`src/rtl/register_bank_pkg.sv`:
```
// Shared types for the register bank: the UART packet carried on the
// response stream, its source tags and the serialiser state encoding.
package register_bank_pkg;

  typedef struct packed {
    logic [7:0] Source;
    logic [7:0] Data;
    logic       Valid;
  } UART_PACKET;

  localparam logic [7:0] SYNC_SOURCE = 8'h01;
  localparam logic [7:0] DATA_SOURCE = 8'h00;

  typedef enum logic [1:0] {
    IDLE,
    SEND_SYNC,
    SEND_ADDR,
    SEND_DATA
  } rbState_t;

endpackage

```
`src/rtl/register_bank.sv`:
```
// Bank of 32-bit registers written from the UART receive path; reads are
// answered as a framed packet stream (sync, address, four data bytes MSB first).
module register_bank
  import register_bank_pkg::*;
#(
  parameter int          NUM_REGS  = 16,
  parameter logic [31:0] ID_VALUE  = 32'h0000_0001,
  parameter logic [7:0]  SYNC_DATA = 8'hA5
) (
  input  logic                  ipClk,
  input  logic                  reset,
  input  logic                  ipWrEnable,
  input  logic [7:0]            ipAddress,
  input  logic [31:0]           ipWrData,
  input  logic                  ipRdEnable,
  output logic                  opRdBusy,
  output UART_PACKET            opTxStream,
  input  logic                  ipTxReady,
  output logic [NUM_REGS*32-1:0] opRegisters
);

  localparam int         IDX_W      = (NUM_REGS > 1) ? $clog2(NUM_REGS) : 1;
  localparam logic [8:0] NUM_REGS_W = 9'(NUM_REGS);

  logic [31:0]      regBank [NUM_REGS];
  logic [IDX_W-1:0] addrIdx;
  logic             addrInRange;
  logic             addrIsZero;
  logic [31:0]      rdValue;

  rbState_t    state;
  logic [1:0]  byteCnt;
  logic [7:0]  capAddr;
  logic [31:0] snapshot;
  logic        handshake;

  function automatic logic [7:0] selByte(input logic [31:0] word, input logic [1:0] idx);
    logic [7:0] b;
    case (idx)
      2'd3:    b = word[31:24];
      2'd2:    b = word[23:16];
      2'd1:    b = word[15:8];
      default: b = word[7:0];
    endcase
    return b;
  endfunction

  assign addrIdx     = ipAddress[IDX_W-1:0];
  assign addrInRange = ({1'b0, ipAddress} < NUM_REGS_W);
  assign addrIsZero  = (ipAddress == 8'h00);
  assign handshake   = opTxStream.Valid && ipTxReady;

  // Value seen by a read this cycle: always the pre-write contents.
  always_comb begin
    rdValue = 32'h0000_0000;
    if (addrIsZero)
      rdValue = ID_VALUE;
    else if (addrInRange)
      rdValue = regBank[addrIdx];
  end

  always_ff @(posedge ipClk) begin
    if (reset) begin
      for (int k = 0; k < NUM_REGS; k++)
        regBank[k] <= 32'h0000_0000;
    end else if (ipWrEnable && addrInRange && !addrIsZero) begin
      regBank[addrIdx] <= ipWrData;
    end
  end

  for (genvar k = 0; k < NUM_REGS; k++) begin : gExport
    if (k == 0) begin : gId
      assign opRegisters[31:0] = ID_VALUE;
    end else begin : gReg
      assign opRegisters[32*k +: 32] = regBank[k];
    end
  end

  // Response serialiser; outputs only change on an accepted read or a handshake.
  always_ff @(posedge ipClk) begin
    if (reset) begin
      state             <= IDLE;
      byteCnt           <= 2'd0;
      capAddr           <= 8'h00;
      snapshot          <= 32'h0000_0000;
      opRdBusy          <= 1'b0;
      opTxStream.Valid  <= 1'b0;
      opTxStream.Source <= 8'h00;
      opTxStream.Data   <= 8'h00;
    end else begin
      case (state)
        IDLE: begin
          if (ipRdEnable) begin
            state             <= SEND_SYNC;
            capAddr           <= ipAddress;
            snapshot          <= rdValue;
            opRdBusy          <= 1'b1;
            opTxStream.Valid  <= 1'b1;
            opTxStream.Source <= SYNC_SOURCE;
            opTxStream.Data   <= SYNC_DATA;
          end
        end
        SEND_SYNC: begin
          if (handshake) begin
            state             <= SEND_ADDR;
            opTxStream.Source <= DATA_SOURCE;
            opTxStream.Data   <= capAddr;
          end
        end
        SEND_ADDR: begin
          if (handshake) begin
            state           <= SEND_DATA;
            byteCnt         <= 2'd3;
            opTxStream.Data <= selByte(snapshot, 2'd3);
          end
        end
        SEND_DATA: begin
          if (handshake) begin
            if (byteCnt == 2'd0) begin
              state             <= IDLE;
              opRdBusy          <= 1'b0;
              opTxStream.Valid  <= 1'b0;
              opTxStream.Source <= 8'h00;
              opTxStream.Data   <= 8'h00;
            end else begin
              byteCnt         <= byteCnt - 2'd1;
              opTxStream.Data <= selByte(snapshot, byteCnt - 2'd1);
            end
          end
        end
        default: state <= IDLE;
      endcase
    end
  end

endmodule
```
`config.mk`:
```
export PLATFORM = sky130hd
export DESIGN_NAME = register_bank
export DESIGN_NICKNAME = d
export VERILOG_FILES = /design/src/rtl/register_bank_pkg.sv /design/src/rtl/register_bank.sv
export SDC_FILE = /design/constraint.sdc
export NUM_CORES = 1
export LEC_CHECK = 0
export BUFFER_PORTS_ARGS = -buffer_cell sky130_fd_sc_hd__clkbuf_2
export CAP_MARGIN = 20
export CORE_ASPECT_RATIO = 0.9
export CORE_MARGIN = 3
export CORE_UTILIZATION = 55
export CTS_CLUSTER_SIZE = 16
export DETAILED_ROUTE_END_ITERATION = 8
export GPL_TIMING_DRIVEN = 0
export PLACE_DENSITY = 0.81
export SLEW_MARGIN = 20
export SYNTH_ARGS = -nofsm -noshare
export SYNTH_HDL_FRONTEND = slang
export SYNTH_SLANG_ARGS = --single-unit
```
`constraint.sdc`:
```
create_clock -name ipClk -period 3.02 [get_ports ipClk]
set_input_delay 0.302 -clock ipClk [delete_from_list [all_inputs] [get_ports ipClk]]
set_output_delay 0.302 -clock ipClk [all_outputs]
set_load 0.02 [all_outputs]
```
== Word level (Yosys, flattened, before mapping) ==
Memories as Yosys holds them, arrays and structs flattened.
Index checks and enable logic that the tools add are counted.
Cells by class
  mux-type cells: 33
  reduce and logical (&&, ||, !) cells: 17
  $add $sub $neg: 1
  equality and inequality tests: 12
  $lt $le $gt $ge: 1
Operators by type and width (number)
  $mux W32: 3
  $pmux W8 S3: 2
  $mux W17: 2
  $pmux W8 S4: 1
  $reduce_or A32 Y1: 1
  $mux W8: 3
  $mux W16: 1
  $mux W2: 7
  $ne A2 B2 Y1 const B: 6
  $reduce_and A4 Y1: 3
  $reduce_and A5 Y1: 2
  $mux W1: 9
  $eq A2 B2 Y1 const B: 4
  $logic_not A8 Y1: 1
  $lt A8 B5 Y1 const B: 1
  $pmux W2 S4: 1
  $eq A2 B1 Y1 const B: 2
  $logic_not A2 Y1: 2
  $mux W4: 1
  $pmux W1 S2: 2
  $pmux W2 S2: 1
  $reduce_bool A2 Y1: 2
  $logic_and A1 B1 Y1: 3
  $reduce_bool A3 Y1: 1
  other kinds (3): 3
Storage, ports and cells
  RAM bits: 512
  register bits after elaboration: 62
  memories: 1
  logic and storage cells: 73
  output and inout port bits: 530
Memories
  regBank: depth 16, width 32, rd ports 16, clocked after Yosys merged registers in 0, wr ports 16, line register_bank.sv:25  | logic [31:0] regBank [NUM_REGS];

== Logic depth before layout (Yosys ltp) ==
Gate-level depths: netlist of the first run.
  depth after elaboration: 8
  mapped depth: 8

== Least setup slack after synthesis of the first run ==
Ideal clock, no wire load.
  path type: input-to-reg
  start: input ipAddress[7]
  end: memory regBank[1][0], enable pin
  slack: 632 ps
  arrival: 2013 ps
  buffers on the path: 0
  stages on the path: 4
  setup time: 375 ps
  path through: or4_4 or4_4 nor2_4 or2_2
RTL lines
  start, declared: line register_bank.sv:13  | input logic [7:0] ipAddress,
  end, declared: line register_bank.sv:25

==> out/summary.log, run 1 <==
INFO  drt            via_per_inst=6.11
INFO  clock_tree     cts_tree=done
INFO  sta            period_share=98.6%
INFO  drt            detail_route.wirelength=93800microns
INFO  floorplanning  floorplan.initialDensity=55.8%
INFO  flow_run       drv_cap=0
INFO  placed_design  place_hpwl=64700microns
INFO  clock_tree     cts.path.max_buffers=3
INFO  pwr            pwr_density_cell=598mW/mm^2
INFO  worst_setup_path setup.worst_path.start_class=input pin
INFO  clock_tree     tritoncts.num_buffers=57
INFO  sta            worst_slew_pin_slew=1.17ns
INFO  clock_tree     clkLatencyLatePin=0.61ns
INFO  synth          syn_inst=1669
INFO  placed_design  place_inst=2880
INFO  synth          synth_area_per_cell=15.2squm
INFO  layout         post_route_cells_drive_above_1_share=35.9%
INFO  worst_setup_path setup.worst_path.end_class=flip-flop
INFO  global_routing overflow=0
INFO  synth          post_synth_edffs=511
INFO  sta            slew-limit-headroom=21.9%
INFO  placed_design  numPortBuffers=533
INFO  pwr            p_leak=12.2nW
INFO  clock_tree     clock_tree.htree_level_count=2
INFO  worst_setup_path timing_worst_setup_path_type=in2reg
INFO  synth          postSynth.asyncResetShare=0%
INFO  layout         area_of_all_placed_cells_without_fillers=0.0309sqmm
INFO  pwr            vdd_drop_max=0.484mV
INFO  global_routing grt_pass1_vias=17878
INFO  drt            detail_route.wl_per_cell=31.3microns
INFO  global_routing number_of_antenna_violations_at_the_first_check_in_global_routing=3
INFO  synth          yosysWarningCount=0
INFO  floorplanning  chipWidth=233microns
INFO  clock_tree     postCtsSetupRepairBufs=0
INFO  worst_hold_path worst_hold_path_type=in2reg
INFO  layout         mostFrequentLayoutCell=sky130_fd_sc_hd__clkbuf_2
INFO  sta            finalSetupTns=0ns
INFO  placed_design  detailed_place.area=0.0292sqmm
INFO  sta            timing.final.setup_violations=0
INFO  run_status     outcome=completed
INFO  layout         layout.cells.most_common_list=sky130_fd_sc_hd__clkbuf_2 (535), sky130_fd_sc_hd__edfxtp_1 (511), sky130_fd_sc_hd__and2_1 (446)
INFO  global_routing grt_first_pass_wirelength=130000microns
INFO  floorplanning  core_area=0.0456sqmm
INFO  floorplanning  num_rows=74
INFO  worst_setup_path cp_data_required_time=3.24ns
INFO  layout         finalNetCount=2391
INFO  layout         final_util=67.9%
INFO  pwr            internal_power=13.4mW
INFO  drt            detail_route.first_pass.iterations=6
INFO  pwr            comb_power_share=14.4%
INFO  sta            min_period=2.98ns
INFO  sta            fin_hold_ws=0.0478ns
INFO  placed_design  routability_congestion_estimate=0.916
INFO  synth          syn_area=0.0254sqmm
INFO  pwr            clkPwrFrac=35.5%
INFO  clock_tree     cts.reportedPaths.clkPinSlew=0.06ns
INFO  sta            max_freq=336MHz
INFO  global_routing grt_max_degree=33
INFO  floorplanning  floorplan.io_pins=575
INFO  clock_tree     cts_num_sinks=565
INFO  drt            drtIter0Drc=2295
INFO  layout         area_delta_synth_final=21.7%
INFO  synth          synth_ff_type=sky130_fd_sc_hd__edfxtp_1
INFO  sta            hold_violations=0
INFO  floorplanning  die_area=0.0489sqmm
INFO  synth          number_of_register_bits_inferred_by_synthesis=565
INFO  drt            antenna_violating_nets_post_route=0
INFO  global_routing grt_util_all_layers=38.0%
INFO  sta            grt_setup_unrepaired=no
INFO  synth          seq_area_frac_synth=64.6%
INFO  sta            slew_viol_final=0
INFO  clock_tree     clock-root-buffer=sky130_fd_sc_hd__clkbuf_16
INFO  synth          synth_cell_type_count=43
INFO  worst_setup_path worst-path-max-fanout=32
INFO  pwr            switching_share=27.4%
INFO  pwr            seq_power_share=50.1%
INFO  drt            drc=0
INFO  pwr            reported_net_switching_power=5.06mW
INFO  sta            final_skew=0.0157ns
INFO  layout         post_layout_nonfiller_instances=2996
INFO  floorplanning  floorplan.die.height=210microns
INFO  worst_setup_path worst_ep_arrival_time=3.20ns
INFO  drt            detailroute.via_count=18298
## per-stage QoR
step	total power [mW]	worst slack, ns
after floorplan	10.9	0.632
after global placement	12.0	-0.602
after detailed placement	12.0	-0.224
after CTS	18.4	0.00775
after global routing	18.9	0.00780
final	18.5	0.0415
## cell usage after synthesis, drive strengths merged, types with 6 or more instances
library cell / number / area (sq um)
dfxtp: 54 / 1080
and2: 481 / 3050
ha: 11 / 138
o21ai: 10 / 50.1
nand2: 63 / 236
mux2i: 65 / 651
nor3: 7 / 35.0
nand3: 6 / 30.0
inv: 8 / 30.0
a211oi: 9 / 67.6
a21oi: 22 / 110
or2: 15 / 93.8
o221ai: 31 / 272
buf: 73 / 513
edfxtp: 511 / 15300
clkbuf: 107 / 422
mux4: 126 / 2840
nor2: 25 / 109
## cell type report
class                      instances  area, sq um
antenna                            7         17.5
buffer                           180          937
clock buffer                      78         1530
clock inverter                    27          151
fill                            3227        14600
inverter                           8         30.0
multi-input combinational        984         8340
sequential                       565        16400
tap                              608          761
timing repair buffer             539         2760
## final timing paths
path / start / end / slack (ns) / cells after the start
max: ipAddress[6] / regBank[6][27] / 0.04 / 6
min: ipWrData[20] / regBank[15][20] / 0.05 / 2
max reg2reg: state[0] / snapshot[11] / 0.52 / 8
min reg2reg: opTxStream[7] / opTxStream[7] / 0.46 / 2
## flip-flops by register name, indices dropped and copies added, names as in the netlist
name / cells
byteCnt: 2
capAddr: 8
opRdBusy: 1
opTxStream: 9
regBank: 511
snapshot: 32
state: 2
## power by group through the flow
stage	Clock (mW)	Sequential (mW)	Combinational, mW
2_1_floorplan	0	9.81	1.13
3_3_place_gp	0	9.39	2.56
5_1_grt	6.87	9.30	2.78
4_1_cts	6.55	9.25	2.62
6_report	6.58	9.27	2.66
3_5_place_dp	0	9.41	2.61
## critical path: stages
cell and delay [ns]:
sky130_fd_sc_hd__dlygate4sd3_1 0.56, sky130_fd_sc_hd__clkbuf_2 0.13, sky130_fd_sc_hd__nor4_1 0.52, sky130_fd_sc_hd__nand3b_1 0.27
sky130_fd_sc_hd__nor2_1 0.61, sky130_fd_sc_hd__or2_4 0.78
## per-layer routing
metal | up-vias | wire length, microns | GRT usage, %
met4 | 0 | 4610 | 16.7
met1 | 9184 | 33400 | 50.2
met3 | 239 | 12700 | 12.5
met5 | - | 0 | 0
li1 | 7392 | - | -
met2 | 1483 | 43100 | 58.3
## what timing repair did
action	in CTS	in global routing
endpoints found under the hold margin	4	0
endpoints found under the setup margin	0	6
hold buffers	4	0
gates resized for setup	0	1
## logic make-up after synthesis
logic type / after synthesis / share of synthesized area, %
flops: 565 / 64.6
buf+inv: 188 / 3.79
mux: 191 / 13.7
fa+ha+maj: 11 / 0.541
simple gates: 615 / 14.5
compound gates: 97 / 2.83
other cells: 2 / 0.0295
(Power assumes the default switching activity.)
==> inputs of run 2 (changes only) <==
==> config.mk (replaced) <==
export PLATFORM = sky130hd
export DESIGN_NAME = register_bank
export DESIGN_NICKNAME = d
export VERILOG_FILES = /design/src/rtl/register_bank_pkg.sv /design/src/rtl/register_bank.sv
export SDC_FILE = /design/constraint.sdc
export NUM_CORES = 1
export LEC_CHECK = 0
export CAP_MARGIN = 20
export CORE_AREA = 3 3 223 225
export CTS_BUF_LIST = sky130_fd_sc_hd__clkbuf_8 sky130_fd_sc_hd__clkbuf_16
export CTS_CLUSTER_SIZE = 16
export DETAILED_ROUTE_END_ITERATION = 8
export DIE_AREA = 0 0 226 228
export DONT_BUFFER_PORTS = 1
export GPL_TIMING_DRIVEN = 0
export PLACE_DENSITY = 0.68
export SLEW_MARGIN = 20
export SYNTH_ARGS = -nofsm -noshare
export SYNTH_HDL_FRONTEND = slang
export SYNTH_SLANG_ARGS = --single-unit
==> run 2 against run 1 <==
Compared with the run above: maximum frequency is 17% higher; clock skew is 0.0025 ns higher; combinational power is 36% lower.
==> out/summary.log, run 2 (synthesis results as in run 1) <==
INFO  run_status     outcome=completed
INFO  pwr            reported_net_switching_power=5.00mW [-1.2%]
INFO  drt            drc=0 [unchanged]
INFO  clock_tree     cts_tree=done
INFO  worst_setup_path r2r_end=snapshot[5]
INFO  pwr            design_power_total=18.5mW [-0.14%]
INFO  pwr            pwr_density_cell=644mW/mm^2 [+7.8%]
INFO  floorplanning  die_area=0.0515sqmm [+5.5%]
INFO  flow_run       drv_cap=0 [unchanged]
INFO  pwr            seq_power_share=53.6% [+3.5 points]
INFO  worst_setup_path timing.rr.start=state[0]
INFO  clock_tree     clock_tree.htree_level_count=2 [unchanged]
INFO  layout         reg_top3=regBank x511, snapshot x32, opTxStream x9
INFO  worst_setup_path cpMaxStageDelayCell=sky130_fd_sc_hd__clkbuf_1
INFO  sta            worst_slew_pin_slew=1.16ns [-0.00748 ns]
INFO  floorplanning  floorplan.io_pins=575 [unchanged]
INFO  worst_setup_path worst_ep_arrival_time=3.08ns [-0.12 ns]
INFO  drt            drtIter0Drc=2006 [-13%]
INFO  layout         largest_register_ff_count=511 [unchanged]
INFO  layout         layout.cells.most_common_list=sky130_fd_sc_hd__edfxtp_1 (511), sky130_fd_sc_hd__and2_1 (446), sky130_fd_sc_hd__mux4_2 (126)
INFO  global_routing overflow=0 [unchanged]
INFO  clock_tree     ctsResizeCount=0 [unchanged]
INFO  clock_tree     cts_num_sinks=565 [unchanged]
INFO  clock_tree     cts.reportedPaths.clkPinSlew=0.06ns [about the same]
INFO  pwr            vdd_drop_max=0.478mV [-1.4%]
INFO  global_routing grt_pass1_vias=15818 [-12%]
INFO  layout         finalNetCount=1892 [-21%]
INFO  worst_setup_path cp-endpoint=snapshot[5]
INFO  floorplanning  core_area=0.0477sqmm [+4.8%]
INFO  layout         post_route_cells_drive_above_1_share=17.3% [-19 points]
INFO  layout         final_util=60.0% [-7.9 points]
INFO  floorplanning  floorplan.initialDensity=53.3% [-2.6 points]
INFO  global_routing grt_util_all_layers=36.0% [-2.0 points]
INFO  pwr            clkPwrFrac=37.1% [+1.6 points]
INFO  drt            via_per_inst=6.44 [+5.5%]
INFO  sta            grt_setup_unrepaired=no
INFO  global_routing grt_first_pass_wirelength=127000microns [-1.6%]
INFO  worst_setup_path cell_breakdown_of_the_critical_path=inv_1, ha_1, and2_1, clkbuf_1, nor2_1, clkbuf_1, nand2_1, o221ai_1
INFO  drt            detail_route.wl_per_cell=37.7microns [+20%]
INFO  sta            slew_viol_final=0 [unchanged]
INFO  floorplanning  floorplan.die.height=228microns [+8.6%]
INFO  worst_setup_path cp_common_cell=sky130_fd_sc_hd__clkbuf_1
INFO  worst_setup_path setup.worst_path.start_class=flip-flop
INFO  worst_setup_path timing_worst_setup_path_type=reg2reg
INFO  layout         fill_cells=3713 [+15%]
INFO  sta            slew-limit-headroom=22.4% [+0.50 points]
INFO  clock_tree     clock-root-buffer=sky130_fd_sc_hd__clkbuf_16
INFO  sta            min_period=2.56ns [-0.422 ns]
INFO  global_routing grt_max_degree=33 [unchanged]
INFO  clock_tree     clkLatencyLatePin=0.62ns [about the same]
INFO  pwr            internal_power=13.5mW [+0.27%]
INFO  worst_setup_path max_stage_delay=0.59ns [-0.19 ns]
INFO  worst_setup_path regToRegSetupSlack=0.46ns [-0.06 ns]
INFO  worst_setup_path cp_data_required_time=3.54ns [+0.30 ns]
INFO  worst_setup_path setup.worst_path.end_class=flip-flop
INFO  layout         mostFrequentLayoutCell=sky130_fd_sc_hd__edfxtp_1
INFO  worst_setup_path worst-path-max-fanout=10 [-69%]
INFO  clock_tree     tritoncts.num_buffers=57 [unchanged]
INFO  layout         seqCellArea=0.0164sqmm [unchanged]
INFO  sta            timing.final.setup_violations=0 [unchanged]
INFO  clock_tree     cts.path.max_buffers=3 [unchanged]
INFO  sta            final_skew=0.0182ns [+0.00248 ns]
INFO  drt            detailroute.via_count=16084 [-12%]
INFO  worst_hold_path worst_hold_path_type=in2reg
INFO  placed_design  place_hpwl=63900microns [-1.1%]
INFO  layout         multi_input_combinational_cell_area=0.00833sqmm [about the same]
INFO  sta            period_share=84.7% [-14 points]
INFO  pwr            switching_share=27.1% [-0.30 points]
INFO  drt            antenna_violating_nets_post_route=0 [unchanged]
INFO  drt            detail_route.first_pass.iterations=8 [+2]
INFO  global_routing number_of_antenna_violations_at_the_first_check_in_global_routing=3 [unchanged]
INFO  layout         area_delta_synth_final=12.7%
INFO  sta            hold_violations=0 [unchanged]
INFO  pwr            p_leak=10.2nW [-16%]
INFO  floorplanning  chipWidth=226microns [-2.9%]
INFO  placed_design  routability_congestion_estimate=0.895 [-2.2%]
INFO  floorplanning  num_rows=80 [+8.1%]
INFO  drt            detail_route.wirelength=94100microns [+0.34%]
INFO  pwr            comb_power_share=9.2% [-5.2 points]
INFO  worst_setup_path r2r_cells=8 [unchanged]
INFO  layout         largest_register=regBank
INFO  placed_design  numPortBuffers=0 [-100%]
INFO  sta            max_freq=391MHz [+17%]
INFO  worst_setup_path timing.critical_path.from=state[0]
## run 2: cell count changes in the layout (fill, tap and decap cells not counted), sizes merged, moves of 6 or more
cell,previous run,this run
clkbuf,717,169
dlygate4sd3,4,39
inv,9,28
clkinv,24,16
diode,7,1
## run 2: layer usage
metal | global-route usage [%] | routed length (microns) | vias up
met5 | 0.190 | 0 | -
met4 | 12.9 | 3980 | 0
met3 | 13.5 | 12100 | 221
met2 | 56.9 | 44300 | 1233
met1 | 45.7 | 33800 | 8232
li1 | - | - | 6398
## run 2: how the worst min path moves through the flow
stage / startpoint / endpoint / cells past startpoint
CTS: reset / snapshot[31] / 3
global placement: ipAddress[5] / capAddr[5] / 2
floorplan: snapshot[0] / snapshot[0] / 2
detailed placement: capAddr[3] / capAddr[3] / 2
finish: reset / snapshot[1] / 3
global route: reset / snapshot[31] / 3
## run 2: what timing repair did
action / 4_1_cts / 5_1_grt
endpoints found under the hold margin: 166 / 0
buffers inserted: 0 / 0
hold buffers: 39 / 0
## run 2: area by class of cell
| cell class | instances | area share, % |
|---|---|---|
| diodes | 1 | 0.00873 |
| plain buffers | 180 | 3.28 |
| clock buffers | 61 | 5.17 |
| clock inverters | 43 | 1.02 |
| inverters | 8 | 0.105 |
| multi-input cells | 984 | 29.1 |
| flip-flops and latches | 565 | 57.3 |
| well taps | 615 | 2.68 |
| repair buffers | 40 | 1.38 |
## run 2: power by group through the flow
stage / Sequential (mW) / Combinational [mW] / Clock, mW
floorplan: 9.81 / 1.13 / 0
global placement: 10.1 / 1.58 / 0
detailed placement: 10.1 / 1.61 / 0
CTS: 9.90 / 1.69 / 6.88
global route: 9.94 / 1.81 / 7.19
finish: 9.91 / 1.70 / 6.86
## run 2: per-stage QoR
step           instances  TNS (ns)  worst slack (ns)  hold WS (ns)  instance area, sq um
4_1_cts             2496         0             0.471        0.0300                 28700
3_3_place_gp        2352    -66.04            -0.459         0.445                 26500
5_1_grt             2496         0             0.352        0.0693                 28700
3_5_place_dp        2353     -5.80           -0.0953         0.451                 26500
2_1_floorplan       1737         0             0.632         0.425                 25700
6_report            2497         0             0.464        0.0789                 28700
## run 2: critical path: cells and delay by family, from the launching register on
family / cells / cell delay [ns]
buf+inv: 3 / 0.89
simple gates: 3 / 0.84
fa+ha+maj: 1 / 0.26
compound gates: 1 / 0.09
flops: 1 / 0.38
